--- src/rtl/fetch_unit.sv ---
// Instruction-fetch stage: one outstanding word request, a one-deep response buffer,
// stall/redirect handling and a sticky halt on misaligned redirect targets.
module fetch_unit #(
    parameter logic [31:0] RESET_PC = 32'h0000_0000,
    parameter logic [31:0] NOP_INST = 32'h0000_0013
) (
    input  logic        CLK,
    input  logic        RST,
    input  logic        stall,
    input  logic        redirect,
    input  logic [31:0] redirectPC,
    output logic        imemReq,
    output logic [31:0] imemAddr,
    input  logic        imemReady,
    input  logic        imemRvalid,
    input  logic [31:0] imemRdata,
    output logic [31:0] PC,
    output logic [31:0] inst,
    output logic        instWrite,
    output logic        misaligned,
    output logic [2:0]  dbg_state
);

    // Handshake: a request transfers on a cycle with imemReq & imemReady; the memory
    // returns exactly one imemRvalid beat per transferred request, in order.
    typedef enum logic [2:0] {
        S_IDLE = 3'd0,
        S_REQ  = 3'd1,
        S_WAIT = 3'd2,
        S_HOLD = 3'd3,
        S_HALT = 3'd4
    } state_t;

    state_t      state_q, state_d;
    logic [31:0] fetch_pc_q, fetch_pc_d;
    logic [31:0] req_pc_q, req_pc_d;
    logic [31:0] pc_q, pc_d;
    logic [31:0] inst_q, inst_d;
    logic        inst_write_q, inst_write_d;
    logic        misaligned_q, misaligned_d;
    logic        buf_valid_q, buf_valid_d;
    logic [31:0] buf_pc_q, buf_pc_d;
    logic [31:0] buf_inst_q, buf_inst_d;
    logic        discard_q, discard_d;
    logic        imem_req_q, imem_req_d;

    always_comb begin
        state_d      = state_q;
        fetch_pc_d   = fetch_pc_q;
        req_pc_d     = req_pc_q;
        pc_d         = pc_q;
        inst_d       = inst_q;
        inst_write_d = 1'b0;
        misaligned_d = misaligned_q;
        buf_valid_d  = buf_valid_q;
        buf_pc_d     = buf_pc_q;
        buf_inst_d   = buf_inst_q;
        discard_d    = discard_q;

        if (redirect && state_q != S_HALT) begin
            buf_valid_d = 1'b0;
            inst_d      = NOP_INST;
            if (redirectPC[1:0] != 2'b00) begin
                misaligned_d = 1'b1;
                discard_d    = 1'b0;
                state_d      = S_HALT;
            end else begin
                fetch_pc_d = redirectPC;
                case (state_q)
                    // An old-address request accepted this cycle must have its response dropped.
                    S_REQ: begin
                        if (imemReady) begin
                            discard_d = 1'b1;
                            state_d   = S_WAIT;
                        end else begin
                            state_d = S_REQ;
                        end
                    end
                    S_WAIT: begin
                        if (imemRvalid) begin
                            discard_d = 1'b0;
                            state_d   = S_REQ;
                        end else begin
                            discard_d = 1'b1;
                        end
                    end
                    default: state_d = S_REQ;
                endcase
            end
        end else begin
            case (state_q)
                S_IDLE: state_d = S_REQ;
                S_REQ: begin
                    if (imemReady) begin
                        req_pc_d   = fetch_pc_q;
                        fetch_pc_d = fetch_pc_q + 32'd4;
                        state_d    = S_WAIT;
                    end
                end
                S_WAIT: begin
                    if (imemRvalid) begin
                        if (discard_q) begin
                            discard_d = 1'b0;
                            state_d   = S_REQ;
                        end else if (!stall && !buf_valid_q) begin
                            pc_d         = req_pc_q;
                            inst_d       = imemRdata;
                            inst_write_d = 1'b1;
                            state_d      = S_REQ;
                        end else begin
                            buf_valid_d = 1'b1;
                            buf_pc_d    = req_pc_q;
                            buf_inst_d  = imemRdata;
                            state_d     = S_HOLD;
                        end
                    end
                end
                S_HOLD: begin
                    if (!stall) begin
                        pc_d         = buf_pc_q;
                        inst_d       = buf_inst_q;
                        inst_write_d = 1'b1;
                        buf_valid_d  = 1'b0;
                        state_d      = S_REQ;
                    end
                end
                default: ;
            endcase
        end

        imem_req_d = (state_d == S_REQ);
    end

    always_ff @(posedge CLK) begin
        if (RST) begin
            state_q      <= S_IDLE;
            fetch_pc_q   <= RESET_PC;
            req_pc_q     <= RESET_PC;
            pc_q         <= 32'h0;
            inst_q       <= NOP_INST;
            inst_write_q <= 1'b0;
            misaligned_q <= 1'b0;
            buf_valid_q  <= 1'b0;
            buf_pc_q     <= 32'h0;
            buf_inst_q   <= NOP_INST;
            discard_q    <= 1'b0;
            imem_req_q   <= 1'b0;
        end else begin
            state_q      <= state_d;
            fetch_pc_q   <= fetch_pc_d;
            req_pc_q     <= req_pc_d;
            pc_q         <= pc_d;
            inst_q       <= inst_d;
            inst_write_q <= inst_write_d;
            misaligned_q <= misaligned_d;
            buf_valid_q  <= buf_valid_d;
            buf_pc_q     <= buf_pc_d;
            buf_inst_q   <= buf_inst_d;
            discard_q    <= discard_d;
            imem_req_q   <= imem_req_d;
        end
    end

    assign imemReq    = imem_req_q;
    assign imemAddr   = fetch_pc_q;
    assign PC         = pc_q;
    assign inst       = inst_q;
    assign instWrite  = inst_write_q;
    assign misaligned = misaligned_q;
    assign dbg_state  = state_q;

endmodule
--- config.mk ---
export PLATFORM = sky130hd
export DESIGN_NAME = fetch_unit
export DESIGN_NICKNAME = d
export VERILOG_FILES = /design/src/rtl/fetch_unit.sv
export SDC_FILE = /design/constraint.sdc
export NUM_CORES = 1
export LEC_CHECK = 0
export BUFFER_PORTS_ARGS = -buffer_cell sky130_fd_sc_hd__buf_2
export CAP_MARGIN = 20
export CORE_MARGIN = 2
export CORE_UTILIZATION = 45
export DETAILED_ROUTE_END_ITERATION = 12
export GPL_TIMING_DRIVEN = 0
export HOLD_SLACK_MARGIN = 0.15
export PLACE_DENSITY = 0.67
export RECOVER_POWER = 25
export SYNTH_ARGS = -nofsm -noshare
export SYNTH_HDL_FRONTEND = slang
export SYNTH_SLANG_ARGS = --single-unit
--- constraint.sdc ---
create_clock -name CLK -period 5.1 [get_ports CLK]
set_clock_uncertainty 0.05 [all_clocks]
set_input_delay 0.51 -clock CLK [delete_from_list [all_inputs] [get_ports CLK]]
set_output_delay 0.51 -clock CLK [all_outputs]
set_load 0.01 [all_outputs]
Yosys cells after proc, flatten, opt, wreduce, memory -nomap -nowiden

Cells that the tools add are included.

Flip-flop bits (word level): 200
Output and inout port bits: 102

Add/sub/neg operators: 1
Equal/unequal tests: 12
Mux-type cells: 42
Bitwise logic cells: 3
Reduce and logical (&&, ||, !) cells: 21

Operators by type and width:

| cell                                                                   | count |
|---|---|
| 32-bit two-way mux                                                     | 12 |
| 32-bit case mux with 2 select lines                                    | 2 |
| 32-bit by 3-bit adder with 32-bit output (second input constant)       | 1 |
| 3-bit two-way mux                                                      | 6 |
| 5-bit AND reduction                                                    | 3 |
| 1-bit two-way mux                                                      | 14 |
| 2-bit inequality test (second input constant)                          | 6 |
| 3-bit case mux with 4 select lines                                     | 1 |
| 2-bit nonzero test                                                     | 6 |
| 3-bit by 1-bit equality test with 1-bit output (second input constant) | 2 |
| 3-bit by 2-bit equality test with 1-bit output (second input constant) | 2 |
| 2-bit two-way mux                                                      | 3 |
| 1-bit case mux with 2 select lines                                     | 3 |
| 3-bit case mux with 2 select lines                                     | 1 |
| 3-bit AND reduction                                                    | 2 |
| 6-bit AND reduction                                                    | 1 |
| 4-bit inequality test (second input constant)                          | 1 |
| 4-bit AND reduction                                                    | 1 |
| 3-bit logical NOT                                                      | 1 |
| 3-bit inequality test (second input constant)                          | 1 |
| 1-bit NOT                                                              | 3 |
| 3-bit nonzero test                                                     | 1 |
| 1-bit logical AND                                                      | 2 |
| 1-bit logical NOT                                                      | 2 |
| 2 further kinds                                                        | 2 |

Longest topological paths before layout

Depth after elaboration: 8
Depth in mapped cells: 8
Mapped depth without buffers: 5

Worst setup path after synthesis

Ideal clock, no wire load.

Path type: register -> register
Start point: reg fetch_pc_q[2] (netlist: imemAddr[2])
End point: reg fetch_pc_q[22] (netlist: imemAddr[22])
Library setup time: 84 ps
Arrival time: 1944 ps
Slack: 3022 ps
Stages on the path, launching flop included: 7
Path buffers: 1
Period minus slack after synthesis: 2078 ps
Cell sequence: dfxtp_1 -> ha_1 -> and4_1 -> clkbuf_1 -> nand4_1 -> or3_1 -> o221ai_1

Word-level cells in the longest chain between the ends: 4

RTL lines:

| element                                  | RTL line | text |
|---|---|---|
| from (decl)                              | 35       | `logic [31:0] fetch_pc_q, fetch_pc_d;` |
| from (signal assigned)                   | 150      | `fetch_pc_q <= fetch_pc_d;` |
| 32-bit by 3-bit adder with 32-bit output | 96       | `fetch_pc_d = fetch_pc_q + 32'd4;` |
| 32-bit two-way mux                       | 94       | `if (imemReady) begin` |
| 32-bit two-way mux                       | 91       | `case (state_q)` |
| 32-bit two-way mux                       | 60       | `if (redirect && state_q != S_HALT) begin` |

Every way passes these cells. The select of a mux whose other input is x is not followed.
A chain may end at the register's enable or synchronous reset.

Worst setup path in the final report

Start point: reg fetch_pc_q[3] (netlist: imemAddr[3])
End point: reg fetch_pc_q[22] (netlist: imemAddr[22])

Same word-level chain as after synthesis.

==> flow_summary.ini <==
[clock_tree]
htree_num_levels = 4
clockBufferDepth = 2
insertion_delay_ns = 0.43
hold_buffers = 0
cts_tree = built
cts_buffers = 17
post_cts_resized = 0
clockRootBuffer = clkbuf_16
cts_setup_buffers = 0
cts.sinks = 200
path_clk_slew_ns = 0.08

[pwr]
power.density_nw_per_um2 = 307
ir_drop_mv = 0.246
p_total_uw = 3270
leakage_uw = 0.00395

[finish]
final_common_cell = nand2_1
drive_gt1_share_pct = 16.7
fin_nets = 1307
antenna_cells = 0
fill_cells = 1901
fin_util_pct = 54.5
layout_common_cells = 218 x nand2_1, 200 x dfxtp_1, 125 x clkbuf_1
areaGrowthSynthToFinish_pct = 18.9
stdcell_count = 1514

[floorplanning]
die-area_um2 = 21000
start_util_pct = 45.9
pin_count = 172
fp.dieW_um = 145
rows = 51
coreArea_um2 = 19500
die_h_um = 145

[drt]
wl_mm = 27.5
vias = 8545
drc = 0
dr.pass1.iters = 5
detail-route-antenna-nets = 0
first_iter_violations = 750
wl_per_cell_um = 18.2
drt-vias-per-instance = 5.64

[yosys]
synth.distinct_cells = 70
yosys.area.top_type = dfxtp_1
yosysWarningCount = 0
ys.flop_type = dfxtp_1
synth_edf_count = 0
postSynthAreaPerCell_um2 = 8.55
synth_cells = 1048
ys_seq_elements = 200
async_flop_share_pct = 0
synthTopCellsByArea = dfxtp_1 45%, nand2_1 9.1%, mux2i_1 7.3%
synth_area_um2 = 8960
synth.top_cell.area_share_pct = 44.7
syn-num-nets = 1119
yosysSeqAreaShare_pct = 44.7

[setup_path]
r2r-start = imemAddr[3]$_SDFFE_PP0P_
crit_path_start_kind = register
crit_arrival_ns = 2.96
crit_fanout = 9
startpoint = imemAddr[3]$_SDFFE_PP0P_
cp.required_ns = 5.34
endpoint_kind = register
path_class = reg -> reg

[global_routing]
grt_pass1_wl_mm = 43.3
grt_pass1_vias = 7959
grt_use_total_pct = 25.5
grt_max_degree = 18
grt.overflow.total = 0
antenna_found_initial = 0

[timing]
tightest_slew_ns = 0.926
max_slew_margin_pct = 37.8
holdWs_ns = 0.263
min_period_ns = 2.72
rsz0062_at_grt = false
max_freq_ghz = 0.368
final_max_slew_viol_count = 0
period_share_pct = 53.3
setup_violations = 0
setup_tns_ns = 0
hold_viol = 0

[place]
dp_hpwl_mm = 19.8
dp.cells = 1482
portBuffers = 169
gp_congestion = 0.945

[worst_hold_path]
min_from = imemRdata[1]
hold_path_class = in -> reg

[status]
status = finished clean

[job]
maxCapViolCount = 0
-- synthesized netlist by cell type (3+ instances only) --
library cell and instances:
o311ai_0 3, or2_2 3, a211oi_2 28, a32oi_1 3, and4_1 7, inv_1 8
a31oi_1 7, nand3_1 20, mux2i_1 65, o21ai_0 13, dfxtp_1 200, nor2b_1 3
mux2_2 3, a21boi_0 6, buf_4 5, buf_6 5, nand3b_1 4, o32ai_1 5
o211ai_1 10, and2_1 3, nor2_1 77, nor4_1 3, clkbuf_1 50, nor3_1 8
a22oi_1 10, or4_1 4, buf_2 24, buf_1 5, or3_1 10, a211oi_1 39
nand2_1 218, o221ai_1 8, a21oi_1 119, a311oi_1 3, nand4_1 18, and3_1 8
-- critical path, stage by stage, from the launching register on --
cell and delay, ns:
dfxtp_1 0.57, ha_1 0.33, and4_1 0.21, clkbuf_1 0.29, nand4_1 0.45, o311ai_0 0.50, o221ai_1 0.18
-- routing by layer --
| layer | track usage (%) | share of wire (%) | vias up |
|---|---|---|---|
| li1 | - | - | 4128 |
| met4 | 7.89 | 1.9 | 0 |
| met5 | 0 | 0 | - |
| met2 | 39.5 | 45 | 396 |
| met1 | 36.2 | 46 | 3974 |
| met3 | 4.37 | 7.5 | 47 |
-- worst paths after layout --
check / end / slack, ns / depth (start not counted)
setup / recovery: imemAddr[22]$_SDFFE_PP0P_ / 2.38 / 6
hold reg to reg: buf_pc_q[7]$_SDFFE_PP0P_ / 0.40 / 2
setup reg to reg: imemAddr[22]$_SDFFE_PP0P_ / 2.38 / 6
hold / removal: buf_inst_q[1]$_SDFFE_PP1P_ / 0.26 / 3
-- through the flow --
| step | setup WS (ns) | instance area, µm² |
|---|---|---|
| 2_1_floorplan | 3.02 | 8960 |
| 3_3_place_gp | 2.36 | 10100 |
| 3_5_place_dp | 2.37 | 10100 |
| 4_1_cts | 2.50 | 10700 |
| 5_1_grt | 2.27 | 10700 |
| 6_report | 2.38 | 10700 |
-- cell type report --
cell class / instances / area, µm² / area share [%]
Timing Repair Buffer: 169 / 752 / 7.06
Clock buffer: 18 / 439 / 4.12
Tap cell: 265 / 332 / 3.11
Inverter: 8 / 30.0 / 0.282
Buffer: 90 / 425 / 3.99
Sequential cell: 200 / 4000 / 37.6
Clock inverter: 14 / 171 / 1.61
Multi-Input combinational cell: 750 / 4500 / 42.2
-- registers in the layout (all words and copies together) (netlist names) --
| register | cells |
|---|---|
| buf_valid_q | 1 |
| discard_q | 1 |
| dbg_state | 3 |
| imemReq | 1 |
| misaligned | 1 |
| req_pc_q | 32 |
| PC | 32 |
| instWrite | 1 |
| buf_pc_q | 32 |
| imemAddr | 32 |
| inst | 32 |
| buf_inst_q | 32 |
-- kinds of logic after synthesis --
kind of cell / count (synthesis) / synth area share, %
mux: 68 / 7.64
fa+ha+maj: 1 / 0.140
flops: 200 / 44.7
compound gates: 283 / 22.5
buf+inv: 98 / 5.09
simple gates: 398 / 19.9
-- power breakdown --
group,internal (µW),total (µW),switching [µW]
logic,85.6,247,161
clock network,789,1400,614
registers,1580,1620,35.2
Power figures use the tool's default switching activity.
